<file path="src/rtl/cache_refill_axi.sv">
// Cache-miss service engine: optional AXI write burst of the dirty victim line,
// then an AXI read burst of the missing line, finished by a one-cycle refresh pulse.
module cache_refill_axi #(
  parameter int unsigned LINE_WORDS = 8
) (
  input  logic                     clk,
  input  logic                     rst,
  input  logic                     miss,
  input  logic                     write_back,
  input  logic [31:0]              axi_raddr,
  input  logic [31:0]              axi_waddr,
  input  logic [LINE_WORDS*32-1:0] wb_line,
  output logic                     refresh,
  output logic [LINE_WORDS*32-1:0] refill_line,
  output logic                     stallreq,
  output logic [31:0]              awaddr,
  output logic [7:0]               awlen,
  output logic [2:0]               awsize,
  output logic [1:0]               awburst,
  output logic                     awvalid,
  input  logic                     awready,
  output logic [31:0]              wdata,
  output logic [3:0]               wstrb,
  output logic                     wlast,
  output logic                     wvalid,
  input  logic                     wready,
  input  logic                     bvalid,
  output logic                     bready,
  output logic [31:0]              araddr,
  output logic [7:0]               arlen,
  output logic [2:0]               arsize,
  output logic [1:0]               arburst,
  output logic                     arvalid,
  input  logic                     arready,
  input  logic [31:0]              rdata,
  input  logic                     rlast,
  input  logic                     rvalid,
  output logic                     rready
);

  localparam int unsigned BEAT_W = (LINE_WORDS > 1) ? $clog2(LINE_WORDS) : 1;
  localparam int unsigned LINE_W = LINE_WORDS * 32;
  localparam logic [BEAT_W-1:0] LAST_BEAT = BEAT_W'(LINE_WORDS - 1);

  typedef enum logic [2:0] {
    IDLE,
    AW,
    W,
    B,
    AR,
    R,
    DONE
  } state_t;

  state_t              state, state_d;
  logic [BEAT_W-1:0]   beat, beat_d;
  logic                latch;
  logic [LINE_W-1:0]   line_q, line_d;

  assign awlen    = 8'(LINE_WORDS - 1);
  assign arlen    = 8'(LINE_WORDS - 1);
  assign awsize   = 3'b010;
  assign arsize   = 3'b010;
  assign awburst  = 2'b01;
  assign arburst  = 2'b01;
  assign wstrb    = 4'hF;
  assign stallreq = miss | (state != IDLE);

  // Next-state and beat sequencing
  always_comb begin
    state_d = state;
    beat_d  = beat;
    latch   = 1'b0;
    case (state)
      IDLE: begin
        beat_d = '0;
        if (miss) begin
          latch   = 1'b1;
          state_d = write_back ? AW : AR;
        end
      end
      AW: if (awvalid && awready) state_d = W;
      W: begin
        if (wvalid && wready) begin
          beat_d = beat + 1'b1;
          if (beat == LAST_BEAT) begin
            state_d = B;
            beat_d  = '0;
          end
        end
      end
      B:  if (bready && bvalid) state_d = AR;
      AR: if (arvalid && arready) state_d = R;
      R: begin
        if (rready && rvalid) begin
          beat_d = beat + 1'b1;
          if (rlast) state_d = DONE;
        end
      end
      DONE:    state_d = IDLE;
      default: state_d = IDLE;
    endcase
  end

  assign line_d = latch ? wb_line : line_q;

  // Bus outputs are registered from the next state so they change only on the edge
  always_ff @(posedge clk) begin
    if (rst) begin
      state       <= IDLE;
      beat        <= '0;
      line_q      <= '0;
      awaddr      <= '0;
      araddr      <= '0;
      wdata       <= '0;
      refill_line <= '0;
      awvalid     <= 1'b0;
      wvalid      <= 1'b0;
      wlast       <= 1'b0;
      bready      <= 1'b0;
      arvalid     <= 1'b0;
      rready      <= 1'b0;
      refresh     <= 1'b0;
    end else begin
      state <= state_d;
      beat  <= beat_d;
      if (latch) begin
        awaddr <= axi_waddr;
        araddr <= axi_raddr;
        line_q <= wb_line;
      end
      if (rready && rvalid) refill_line[{beat, 5'd0} +: 32] <= rdata;
      wdata   <= line_d[{beat_d, 5'd0} +: 32];
      awvalid <= (state_d == AW);
      wvalid  <= (state_d == W);
      wlast   <= (state_d == W) && (beat_d == LAST_BEAT);
      bready  <= (state_d == B);
      arvalid <= (state_d == AR);
      rready  <= (state_d == R);
      refresh <= (state_d == DONE);
    end
  end

endmodule

</file>
<file path="config.mk">
export PLATFORM = sky130hd
export DESIGN_NAME = cache_refill_axi
export DESIGN_NICKNAME = d
export VERILOG_FILES = /design/src/rtl/cache_refill_axi.sv
export SDC_FILE = /design/constraint.sdc
export NUM_CORES = 1
export LEC_CHECK = 0
export BUFFER_PORTS_ARGS = -buffer_cell sky130_fd_sc_hd__buf_2
export CAP_MARGIN = 30
export CORE_AREA = 2 2 291 293
export CTS_CLUSTER_SIZE = 20
export DETAILED_ROUTE_END_ITERATION = 7
export DIE_AREA = 0 0 293 295
export MAX_ROUTING_LAYER = met4
export PLACE_DENSITY = 0.49
export SLEW_MARGIN = 20
export SYNTH_ARGS = -nofsm -noshare
export SYNTH_HDL_FRONTEND = slang
export SYNTH_SLANG_ARGS = --single-unit
</file>
<file path="constraint.sdc">
create_clock -name clk -period 5.7 [get_ports clk]
set_input_delay 0.855 -clock clk [delete_from_list [all_inputs] [get_ports clk]]
set_output_delay 0.855 -clock clk [all_outputs]
set_load 0.005 [all_outputs]
</file>
* Yosys cells after proc, flatten, opt, wreduce, memory -nomap -nowiden
Index checks and enable logic that the tools add are counted.
** Word-level totals
- Input port bits :: 362
- RAM bits :: 0
- ROM bits :: 0
- Output and inout port bits :: 390
- Memories :: 0
- Bits in registers :: 621
- Latch bits :: 0
- Logic and storage cells :: 59
** Operators by class
- Add/sub/neg operators :: 2
- Multiplexer cells :: 18
- Order comparisons :: 0
- Equal/unequal tests :: 13
- Bitwise gates (word level) :: 1
- Shift operators :: 3
- $mul :: 0
- Reduce and logical (&&, ||, !) cells :: 8
- Div/mod/pow operators :: 0
** Operators with widths (count)
- $bwmux W256 :: 1
- $mux W256 :: 1
- $shift A32 B10 Y256 const A :: 1
- $shiftx A256 B9 Y32 :: 1
- $shiftx A32 B10 Y256 :: 1
- $mux W3 :: 12
- $eq A3 B3 Y1 const B :: 7
- $pmux W3 S6 :: 1
- $eq A3 B2 Y1 const B :: 4
- $neg A8 Y10 :: 1
- $pmux W3 S3 :: 1
- $eq A3 B1 Y1 const B :: 2
- $logic_and A1 B1 Y1 :: 6
- $add A3 B1 Y3 const B :: 1
- $logic_not A3 Y1 :: 1
- $reduce_bool A3 Y1 :: 1
- $mux W1 :: 2
- $or A1 B1 Y1 :: 1

* Depth between registers and ports, before layout
- Word-level depth :: 6
- Depth in mapped cells :: 11
- Gate-level depth less buffers :: 8

* Worst setup path before layout
OpenSTA, ideal clock, no wires.
- Path type :: input to register
- Start point :: input port wready
- End point :: register wdata[10]
- Data required time :: 5.566 ns
- Buffers on the path :: 2
- Stages :: 8
- Arrival :: 2.366 ns
- Setup slack :: 3.200 ns
- Cells stage by stage :: and4bb_1 a2bb2oi_2 o21ai_1 buf_6 buf_4 mux2i_1 a211oi_1 or4_1
** Between the ends
- Word-level cells in the longest chain between the ends :: 4
** Ends and longest elaborated chain
- from (decl) :: RTL line 26 : input logic wready,
- $logic_and A1 B1 Y1 :: RTL line 84 : if (wvalid && wready) begin
- $mux W3 :: RTL line 84
- $pmux W3 S3 :: RTL line 74 : case (state)
- $shiftx A256 B9 Y32 :: RTL line 133 : wdata <= line_d[{beat_d, 5'd0} +: 32];
- to (signal assigned) :: RTL line 133
- to (decl) :: RTL line 22 : output logic [31:0] wdata,
No other way between the ends.
A chain may end at the register's enable or synchronous reset.

* Worst setup path in the final report
- Start point :: register beat[0]
- End point :: register wdata[30]
** Between the ends
- Word-level cells in the longest chain between the ends :: 5
** Ends and longest elaborated chain
- from (decl) :: RTL line 56 : logic [BEAT_W-1:0] beat, beat_d;
- from (signal assigned) :: RTL line 126 : beat <= beat_d;
- $add A3 B1 Y3 / $eq A3 B3 Y1 (equally long branches) :: RTL line 85, 96, 86
- $mux W3 :: RTL line 86 : if (beat == LAST_BEAT) begin
- $mux W3 :: RTL line 84
- $pmux W3 S3 * :: RTL line 74
- $shiftx A256 B9 Y32 * :: RTL line 133
Every way passes the cells marked *; elsewhere a longest branch is shown, timed or not.

==> out/metrics.csv <==
stage;metric;value;unit
pwr;power per cell area;338;nW/µm²
layout;most common cell after layout, fill and taps aside;nand2_1;
layout;Area Overhead vs Synth;26.8;%
outcome;outcome;completed;
placement;dpl ws;2.03;ns
floorplan;Starting Density;29.1;%
synthesis;Gate Count Post-Synth;3196;
setup_path;reg2reg setup slack;2.07;ns
hold_path;Hold Crit Class;flip-flop to flip-flop;
placement;gp weighted congestion;0.897;
sta;Hold Vio Cnt, Final;0;
sta;max_slew headroom;25.4;%
setup_path;Cell Chain, Critical Path;clkinv_1, ha_1, inv_1, o21a_4, buf_4, nand2_1, a311oi_1, or4_1;
pwr;worst vdd ir;0.000189;V
routing;# DRC;0;
sta;Peak Freq;0.275;GHz
routing;post-route antenna net violation count;0;
floorplan;die area;86400;µm²
clock_network;Setup Fix Bufs, Post-CTS;0;
routing;post-DR vias/cell;4.90;
sta;RSZ-0062 raised after global routing;no;
setup_path;Crit Path Max Fanout;60;
clock_network;Root Buffer;clkbuf_16;
floorplan;die height;295;µm
setup_path;reg2reg end;wdata[30]$_SDFF_PP0_;
clock_network;CTS tree;built;
synthesis;sequential area share after synthesis;51.4;%
layout;Layout Nets;4100;
synthesis;Yosys cell types;44;
layout;leading cell types in the layout, fill and taps excluded;nand2_1, buf_2, dfxtp_1;
floorplan;core box area;83200;µm²
floorplan;row count;106;
hold_path;Hold EP;refill_line[77]$_SDFFE_PP0P_;
setup_path;CP bufs+invs;3;
clock_network;worst-skew pair later-pin latency;0.63;ns
global_route;GR Util All Layers;23.3;%
clock_network;clock sinks;621;
global_route;GRT Residual Overflow;0;
sta;Setup violations, final;0;
setup_path;Worst setup SP type;flip-flop;
routing;wire length per cell after detailed routing;21.1;µm
clock_network;post-CTS resize count;0;
routing;Iteration-0 DRC Markers;1832;
routing;DRT Pass-1 Iters;5;
layout;layout cells sized above 1;23.5;%
setup_path;crit path max-delay cell type;o21a_4;
sta;Tightest Pin Transition;1.12;ns
floorplan;DIE WIDTH;293;µm
clock_network;H-tree depth;3;
sta;clock skew;0.0230;ns
global_route;global-route wire length before repair;149000;µm
setup_path;CP delay by family, top;buffers and inverters;
routing;routed wire length;103000;µm
placement;dpl hpwl;70400;µm
setup_path;worst r2r path cells;8;
layout;number of fill cells in the layout;9025;
global_route;largest net degree at the start of global routing;213;
setup_path;critical path class;flip-flop to flip-flop;
sta;Final Max Tran Viols;0;
sta;setup ws final;2.07;ns
setup_path;r2r startpoint;beat[0]$_SDFF_PP0_;
sta;min Tclk post-route;3.63;ns
setup_path;Worst EP required;6.26;ns
synthesis;Post-Syn Area;24200;µm²
global_route;number of global-route vias before repair;22064;
hold_path;Hold Path Cell Cnt;2;
sta;setup total negative slack;0;ns
setup_path;CP max stage delay;0.71;ns
synthesis;average cell area after synthesis;7.57;µm²
clock_network;clock tree buffer depth;3;
sta;fin crit share;63.7;%
clock_network;TritonCTS Buffers;74;
floorplan;IO Pins;752;
global_route;initial antenna violation count;16;
job;number of max-cap violations;0;
clock_network;cts hold-fix bufs;0;
placement;port bufs;721;
hold_path;HP Start;refill_line[77]$_SDFFE_PP0P_;
clock_network;Clock Pin Slew Worst Setup and Hold Paths;0.06;ns
setup_path;critical path endpoint category;flip-flop;
synthesis;synthesis warning total;0;
synthesis;Synth Register Bits;621;
setup_path;data arrival time of the worst path;4.19;ns
routing;Vias;23907;
pwr;leak pwr;0.0127;µW
==> kinds of logic after synthesis <==
logic type | after synthesis | share of synthesized area [%]
other cells | 2 | 0.0310
mux | 32 | 1.34
fa+ha+maj | 7 | 0.362
compound gates | 629 | 14.0
buf+inv | 335 | 6.06
simple gates | 1570 | 26.9
flops | 621 | 51.4
==> flip-flops by register name, indices dropped and copies added (netlist names) <==
name,cells
refresh,1
arvalid,1
beat,3
awvalid,1
wdata,32
line_q,256
state,3
wvalid,1
bready,1
araddr,32
rready,1
refill_line,256
wlast,1
awaddr,32
==> power breakdown <==
part / switching [µW] / leakage, µW / total, µW / internal, µW
sequential: 126 / 0.00507 / 4690 / 4560
combinational: 650 / 0.00650 / 985 / 336
clock: 1980 / 0.00118 / 4700 / 2720
total: 2760 / 0.0127 / 10400 / 7620
==> layout make-up <==
type	instances	area (µm²)	share of cell area, %
multi-input combinational	2268	10500	34.2
antenna	11	27.5	0.0896
sequential	621	12400	40.5
clock inverter	20	245	0.799
clock buffer	109	2140	6.98
inverter	6	22.5	0.0733
tap	1080	1350	4.40
timing repair buffer	760	3990	13.0
==> synthesized netlist by cell type (all sizes together) <==
cell | count | share of area [%]
inv | 5 | 0.078
or3 | 2 | 0.052
mux2i | 31 | 1.3
or4 | 32 | 0.99
o21ai | 1 | 0.021
a32o | 1 | 0.041
and4bb | 1 | 0.052
mux2 | 1 | 0.062
clkinv | 1 | 0.015
a211oi | 32 | 0.99
a21oi | 488 | 10
nand3b | 3 | 0.093
dfxtp | 621 | 51
o22ai | 3 | 0.078
nand2 | 974 | 15
and4b | 2 | 0.083
nor2b | 4 | 0.10
and3 | 3 | 0.078
o22a | 1 | 0.036
nand3 | 202 | 4.2
ha | 7 | 0.36
or2 | 1 | 0.026
nand2b | 3 | 0.078
conb | 2 | 0.031
nor3 | 101 | 2.1
nor2 | 233 | 3.6
o21a | 1 | 0.031
o221ai | 1 | 0.036
a2bb2oi | 2 | 0.098
a21boi | 1 | 0.031
nand4b | 2 | 0.072
nor4b | 1 | 0.062
and2 | 3 | 0.078
or3b | 2 | 0.072
clkbuf | 259 | 4.0
a311oi | 1 | 0.036
a21o | 1 | 0.031
a31oi | 96 | 2.5
nor3b | 1 | 0.031
buf | 70 | 1.9
==> routing by layer <==
| layer | track usage, % | vias to the layer above | share of wire (%) |
|---|---|---|---|
| li1 | - | 11634 | - |
| met1 | 30.7 | 11308 | 44 |
| met2 | 36.6 | 831 | 46 |
| met3 | 4.51 | 134 | 7.2 |
| met4 | 5.78 | 0 | 2.4 |
| met5 | - | - | 0 |
==> metrics by stage <==
| step | cell area, µm² | util, % | power [µW] | instances | hold WS (ns) |
|---|---|---|---|---|---|
| floorplan | 24300 | - | 5330 | 3224 | 0.436 |
| global placement | 28300 | 34.0 | 5770 | 4733 | 0.439 |
| detailed placement | 28300 | 34.0 | 5770 | 4733 | 0.443 |
| CTS | 30700 | 36.9 | 10500 | 4862 | 0.425 |
| global route | 30700 | 36.9 | 10800 | 4869 | 0.430 |
| finish | 30700 | 36.9 | 10400 | 4875 | 0.449 |
==> worst max-delay path by stage <==
stage	from	end	cells past startpoint
after floorplan	wready	wdata[10]$_SDFF_PP0_	8
after global placement	wready	wdata[17]$_SDFF_PP0_	8
after detailed placement	wready	wdata[17]$_SDFF_PP0_	8
after CTS	beat[0]$_SDFF_PP0_	wdata[30]$_SDFF_PP0_	8
after global routing	beat[0]$_SDFF_PP0_	wdata[30]$_SDFF_PP0_	8
final	beat[0]$_SDFF_PP0_	wdata[30]$_SDFF_PP0_	8
==> tightest hold or removal path, stage by stage, from the launching register on <==
cell     delay (ns)
dfxtp_1        0.30
nand2_1        0.05
a21oi_1        0.05
No activity file was read; power rests on OpenSTA's default activity.
